$ cat src/rtl/ntt_pkg.sv
// Shared definitions for the NTT lane gather: lane geometry, bank state, and
// the 3-bit bit-reversal used to place samples for the radix-2/4/8 butterfly.
package ntt_pkg;

  localparam int NUM_LANES  = 8;
  localparam int LANE_IDX_W = 3;

  typedef enum logic [1:0] {
    BANK_EMPTY   = 2'd0,
    BANK_FILLING = 2'd1,
    BANK_FULL    = 2'd2
  } bank_state_e;

  function automatic logic [LANE_IDX_W-1:0] bitrev3(input logic [LANE_IDX_W-1:0] k);
    return {k[0], k[1], k[2]};
  endfunction

endpackage

$ cat src/rtl/ntt_lane_bank.sv
// One ping-pong bank: eight lane registers, fill state and padded flag.
// A pop clears every lane so unwritten lanes of the next frame read as zero.
module ntt_lane_bank
  import ntt_pkg::*;
#(
  parameter int WIDTH = 18
) (
  input  logic                        clk,
  input  logic                        rst_n,
  input  logic                        i_wr_en,
  input  logic [LANE_IDX_W-1:0]       i_wr_lane,
  input  logic [WIDTH-1:0]            i_wr_data,
  input  logic                        i_complete,
  input  logic                        i_padded,
  input  logic                        i_pop,
  output bank_state_e                 o_state,
  output logic [NUM_LANES*WIDTH-1:0]  o_data,
  output logic                        o_padded
);

  logic [NUM_LANES-1:0][WIDTH-1:0] r_lane;
  bank_state_e                     r_state;
  logic                            r_padded;

  // Write and pop never target the same bank: writes need !FULL, pops need FULL.
  always_ff @(posedge clk or negedge rst_n) begin
    if (!rst_n) begin
      r_lane   <= '0;
      r_state  <= BANK_EMPTY;
      r_padded <= 1'b0;
    end else if (i_pop) begin
      r_lane   <= '0;
      r_state  <= BANK_EMPTY;
      r_padded <= 1'b0;
    end else if (i_wr_en) begin
      r_lane[i_wr_lane] <= i_wr_data;
      r_state           <= i_complete ? BANK_FULL : BANK_FILLING;
      if (i_complete) r_padded <= i_padded;
    end
  end

  assign o_state  = r_state;
  assign o_data   = r_lane;
  assign o_padded = r_padded;

endmodule

$ cat src/rtl/ntt_lane_gather.sv
// Gathers a coefficient stream into 8-lane frames for the butterfly core,
// double-buffered so one frame fills while the other waits to be consumed.
module ntt_lane_gather #(
  parameter int WIDTH     = 18,
  parameter int NUM_LANES = 8
) (
  input  logic                        clk,
  input  logic                        rst_n,
  input  logic                        in_valid,
  output logic                        in_ready,
  input  logic [WIDTH-1:0]            in_data,
  input  logic                        in_last,
  input  logic                        bitrev_en,
  output logic                        frame_valid,
  input  logic                        frame_ready,
  output logic [NUM_LANES*WIDTH-1:0]  frame_data,
  output logic                        frame_padded
);
  import ntt_pkg::*;

  logic                  r_wr_ptr;
  logic                  r_rd_ptr;
  logic [LANE_IDX_W-1:0] r_wr_idx;
  logic                  r_bitrev;

  bank_state_e                    w_state [2];
  logic [NUM_LANES*WIDTH-1:0]     w_data  [2];
  logic                           w_pad   [2];

  logic                  w_accept;
  logic                  w_pop;
  logic                  w_brev;
  logic                  w_idx_last;
  logic                  w_complete;
  logic                  w_padded;
  logic [LANE_IDX_W-1:0] w_lane;

  assign in_ready    = rst_n && (w_state[r_wr_ptr] != BANK_FULL);
  assign frame_valid = (w_state[r_rd_ptr] == BANK_FULL);
  assign w_accept    = in_valid && in_ready;
  assign w_pop       = frame_valid && frame_ready;

  // Sample 0 uses bitrev_en directly; the rest of the frame uses the latched flag.
  assign w_brev     = (r_wr_idx == '0) ? bitrev_en : r_bitrev;
  assign w_lane     = w_brev ? bitrev3(r_wr_idx) : r_wr_idx;
  assign w_idx_last = (r_wr_idx == LANE_IDX_W'(NUM_LANES-1));
  assign w_complete = w_accept && (w_idx_last || in_last);
  assign w_padded   = in_last && !w_idx_last;

  for (genvar b = 0; b < 2; b++) begin : g_bank
    ntt_lane_bank #(.WIDTH(WIDTH)) u_bank (
      .clk        (clk),
      .rst_n      (rst_n),
      .i_wr_en    (w_accept && (r_wr_ptr == 1'(b))),
      .i_wr_lane  (w_lane),
      .i_wr_data  (in_data),
      .i_complete (w_complete),
      .i_padded   (w_padded),
      .i_pop      (w_pop && (r_rd_ptr == 1'(b))),
      .o_state    (w_state[b]),
      .o_data     (w_data[b]),
      .o_padded   (w_pad[b])
    );
  end

  assign frame_data   = w_data[r_rd_ptr];
  assign frame_padded = w_pad[r_rd_ptr];

  always_ff @(posedge clk or negedge rst_n) begin
    if (!rst_n) begin
      r_wr_ptr <= 1'b0;
      r_rd_ptr <= 1'b0;
      r_wr_idx <= '0;
      r_bitrev <= 1'b0;
    end else begin
      if (w_accept) begin
        if (r_wr_idx == '0) r_bitrev <= bitrev_en;
        if (w_complete) begin
          r_wr_idx <= '0;
          r_wr_ptr <= ~r_wr_ptr;
        end else begin
          r_wr_idx <= r_wr_idx + 1'b1;
        end
      end
      if (w_pop) r_rd_ptr <= ~r_rd_ptr;
    end
  end

endmodule

$ cat config.mk
export PLATFORM = sky130hd
export DESIGN_NAME = ntt_lane_gather
export DESIGN_NICKNAME = d
export VERILOG_FILES = /design/src/rtl/ntt_pkg.sv /design/src/rtl/ntt_lane_bank.sv /design/src/rtl/ntt_lane_gather.sv
export SDC_FILE = /design/constraint.sdc
export NUM_CORES = 1
export LEC_CHECK = 0
export ABC_CLOCK_PERIOD_IN_PS = 2500
export CORE_ASPECT_RATIO = 1.25
export CORE_MARGIN = 2
export CORE_UTILIZATION = 47
export CTS_CLUSTER_DIAMETER = 120
export DETAILED_ROUTE_END_ITERATION = 16
export HOLD_SLACK_MARGIN = 0.15
export PLACE_DENSITY = 0.66
export SLEW_MARGIN = 20
export SYNTH_ARGS = -nofsm -noshare
export SYNTH_HDL_FRONTEND = slang
export SYNTH_SLANG_ARGS = --single-unit
$ cat constraint.sdc
create_clock -name clk -period 2.5 [get_ports clk]
set_input_delay 0.5 -clock clk [delete_from_list [all_inputs] [get_ports clk]]
set_output_delay 0.5 -clock clk [all_outputs]
set_load 0.005 [all_outputs]
Yosys cells after proc, flatten, opt, wreduce, memory -nomap -nowiden
Cells that the tools add are included.
Storage, ports and cells
  register bits after elaboration: 300
  input bits: 24
  output and inout bits: 147
  word-level logic and storage cells: 89
Cells by class
  $lt $le $gt $ge: 4
  eq/ne operators: 3
  bitwise gates (word level): 4
  reduce and logical (&&, ||, !) cells: 20
  add/subtract/negate cells: 1
  mux-type cells: 33
Operators with widths (number)
  $mux W144: 7
  $bwmux W144: 2
  $demux W18 S3: 1
  $mux W2: 11
  $mux W18: 1
  $logic_and A1 B1 Y1: 10
  $mux W1: 9
  $reduce_bool A2 Y1: 4
  $mux W3: 2
  $reduce_and A2 Y1: 3
  $ge A2 B2 Y1 const B: 2
  $lt A3 B4 Y1 const B: 1
  $not A1 Y2: 2
  $add A3 B1 Y3 const B: 1
  $eq A3 B3 Y1 const B: 1
  $ge A3 B1 Y1 const B: 1
  $logic_not A3 Y1: 1
  $eq A2 B2 Y1 const B: 1
  $ne A2 B2 Y1 const B: 1
  $not A1 Y1: 2
  $logic_not A1 Y1: 1
  $logic_or A1 B1 Y1: 1

Logic depth before layout (Yosys ltp)
  word-level depth: 11
  mapped depth: 9
  depth with buffers taken out: 6

Hierarchy
Synthesis repeated with hierarchy kept, for this count alone.
Unflattened totals
  cells, all modules: 1252
  area, all modules: 15227.1 µm²
Modules (own cells, without submodules)
  ntt_lane_bank: sequential area each 3678.5 µm², instances 2, cells each 522, area an instance 6508.7 µm²
  ntt_lane_gather: sequential area each 150.1 µm², instances 1, cells each 208, area an instance 2209.6 µm²

Worst setup path after synthesis
No wires, ideal clock.
  path type: register to output
  start point: register r_rd_ptr
  end point: output frame_data[137]
  path buffers: 3
  setup slack: 0.436 ns
  required time: 2.000 ns
  cell stages (with the launch flop): 5
  data arrival time: 1.564 ns
  cells stage by stage: dfrtp_1 clkbuf_1 clkbuf_1 buf_1 mux2_2
Between the ends
  longest elaborated chain between the ends: 4
Ends and longest elaborated chain
  start, declared: RTL line ntt_lane_gather.sv:22  | logic r_rd_ptr;
  start signal, assigned: RTL line ntt_lane_gather.sv:85  | if (w_pop) r_rd_ptr <= ~r_rd_ptr;
  $not A1 Y2 (implied by the code): RTL line ntt_lane_gather.sv:66  | assign frame_data = w_data[r_rd_ptr];
  $mux W144 (implied by the code) (3 in series): RTL line ntt_lane_gather.sv:66
  end, declared: RTL line ntt_lane_gather.sv:16  | output logic [NUM_LANES*WIDTH-1:0] frame_data,
Every way passes these cells. The select of a mux whose other input is x is not followed.

Worst setup path in the final report
  start point: register r_rd_ptr
  end point: output frame_data[52]
The elaborated chain is that of the path after synthesis.

==> metrics.txt <==
CTS tree=done; EDFF count, synth=0; Netlist cell types=47; Root Driver=clkbuf_16; Max VDD drop=553 uV; CP max stage delay=around 0.5 ns; YS warnings=0; placed cells=1954; Startpoint Class=flop; Power Dens Cells=1020 mW/mm^2; io pins=171; Non-Filler Instances=2058; DR vias=11.3k; Core Area=0.0299 sq mm; DRT iter0 DRCs=between 700 and 800; Reg clk slew, reported paths=~0.07 ns; final setup violation count=24; Clock Latency Late Sink=about 0.55 ns; met3 WL=2500 um; # DRC=0; sequential share of power=36.3%; wire per inst=20.8 um; Hold WS=0.382 ns; Avg Inst Size Synth=10.0 sq um; largest net degree at the start of global routing=130; post-route antenna net violation count=0; Total Nets Final=1662; Met1 Wirelength=17800 um; Final Hold Viols=0; Worst EP arrival=between 2 and 2.5 ns; Max-Cap Viols=0; Tot Pwr=around 19 mW; Total Routing Usage GR=26.7%; Routed met2 length=21100 um; failing checks=negative setup slack; hold crit path type=in -> async; GRT overflow=0; Setup WS pre-CTS=0.106 ns; max-slew violations=0; Post-Syn Instances=1419; routability cong.=approximately 0.83; Post-synth top cells=374 x nand2_1, 300 x dfrtp_1, 177 x o21ai_0, 146 x mux2_2, 113 x mux2i_1; Util after Layout=61.1%; top layer in use=met4; minimum clock period=2.56 ns; crit-path most repeated cell=buf_12; ys flop type=dfrtp_1; WS Path Type=reg -> out; area grow syn2layout=28.7%; RSZ-0062 raised after global routing=true; Die Ht=198 um; Synth area leaders=dfrtp_1 53%, mux2_2 12%, nand2_1 9.9%; Initial Utilization=between 40% and 50%; CTS Sinks=300; most common cell in the synthesized netlist=nand2_1; clock skew=0.0118 ns; setup TNS=-0.571 ns; switching share of power=32.7%; Worst path slowest cell=dfrtp_4; die area=0.0317 sq mm; syn nets=1446; global-route wire length before repair=approximately 66000 um; Via density=5.47; Die W=around 160 um; post-synth top area cell=dfrtp_1; vias in the first global route=about 11k; Critical Path Fanout Max=7; share of layout cells above drive strength 1=27.6%; Net Sw Power=6.08 mW; area share of the largest cell type after synthesis=52.8%; CTS Buf Count=30; #FFs+latches synth=300; CP Capture Type=output port; initial antenna violation count=0; worst-margin pin slew=0.716 ns; Post-Layout Inst Area=roughly 0.018 sq mm; Power Internal=12.5 mW; synthesized area=0.0142 sq mm; hpwl dp=around 27000 um; Lkg Pwr=8.97 nW; Fill cells=2520; status=finished, violations left; Worst Setup Slack, final=-0.0634 ns; Max Root-Sink Buffers=3; Clock Power Share=25.5%; I/O Buffers=170; H-tree depth=1; Cell Chain, Critical Path=buf_6 -> buf_12 -> buf_12 -> buf_4 -> mux2_2 -> dlymetal6s2s_1; Rel. slew slack=52.3%; Final period util=103%; placed cell areas=around 0.017 sq mm; # diodes=0; final WL=42800 um; Seq/Total Area, Yosys=52.8%; Post-synth ARST share=100%; Required @ worst endpoint=2.00 ns; Comb pwr share=38.2%; f_max=0.390 GHz; row count=71; reg-to-reg slack, setup=0.40 ns; drt pass-1 iters=5
registers in the layout, summed over array words and instances, names as in the netlist:
name and cells:
g_bank.u_bank.o_data 288, g_bank.u_bank.o_state 4, r_wr_idx 3, g_bank.u_bank.o_padded 2, r_bitrev 1, r_rd_ptr 1, r_wr_ptr 1
logic make-up after synthesis:
kind of cell / Yosys count / share of synthesized area (%)
DFF: 300 / 52.8
AOI/OAI and AO/OA: 193 / 7.08
muxes: 260 / 19.6
buffers and inverters: 143 / 4.54
adders and majority gates: 3 / 0.264
xor gates and xnor gates: 1 / 0.0616
and+or+nand+nor: 519 / 15.6
metal layers:
| layer | track usage (%) | up-vias |
|---|---|---|
| met5 | 0 | - |
| met4 | 9.90 | 0 |
| met3 | 3.86 | 70 |
| met2 | 44.3 | 365 |
| met1 | 35.8 | 5637 |
| li1 | - | 5188 |
worst max-delay path, delay by kind of cell, from the launching register on:
| kind | cells | cell delay [ns] |
|---|---|---|
| DFF | 1 | 0.51 |
| muxes | 1 | 0.29 |
| buffers and inverters | 5 | 0.71 |
cell type report:
class                      instances  area, sq um  share of cell area, %
sequential                       300         7510                   41.1
multi-input combinational        976         6210                   33.9
timing repair buffer             307         2940                   16.1
clock buffer                      45          948                   5.19
tap                              401          502                   2.74
clock inverter                     9          106                  0.581
inverter                          20         75.1                  0.410
power by group through the flow:
stage	clock [mW]	combinational, mW	sequential [mW]
4_1_cts	4.78	6.77	6.74
3_3_place_gp	0	6.26	6.80
3_5_place_dp	0	6.35	6.85
6_report	4.73	7.10	6.75
5_1_grt	4.97	7.63	6.90
2_1_floorplan	0	3.39	6.60
final timing paths:
kind | start | endpoint | cells after the start
min reg2reg | g_bank[0].u_bank.o_data[64] | g_bank[0].u_bank.o_data[64] | 2
min in group clk | g_bank[0].u_bank.o_data[64] | g_bank[0].u_bank.o_data[64] | 2
max reg2reg | r_wr_idx[1] | g_bank[1].u_bank.o_data[76] | 8
max in group asynchronous | rst_n | g_bank[0].u_bank.o_data[83] | 4
max | r_rd_ptr | frame_data[52] | 6
min | rst_n | r_wr_idx[0] | 2
cells in the final DEF, fill, tap and decap left out, types with 13 or more instances in the layout:
master	count
nand3_1	65
dfrtp_1	299
nand2_1	374
nor2_1	39
mux2_2	134
o21ai_0	176
dlygate4sd2_1	13
clkbuf_2	89
mux2i_1	113
buf_12	31
inv_1	19
buf_4	90
clkbuf_16	33
dlymetal6s2s_1	34
clkdlybuf4s50_1	23
what timing repair did:
| action | CTS | global route |
|---|---|---|
| gates cloned | 6 | 3 |
| setup buffers | 12 | 29 |
| setup endpoints to repair | 146 | 97 |
| gates resized for setup | 172 | 216 |
| hold buffers | 1 | 0 |
| hold endpoints to repair | 63 | 0 |
(Power assumes the default switching activity.)
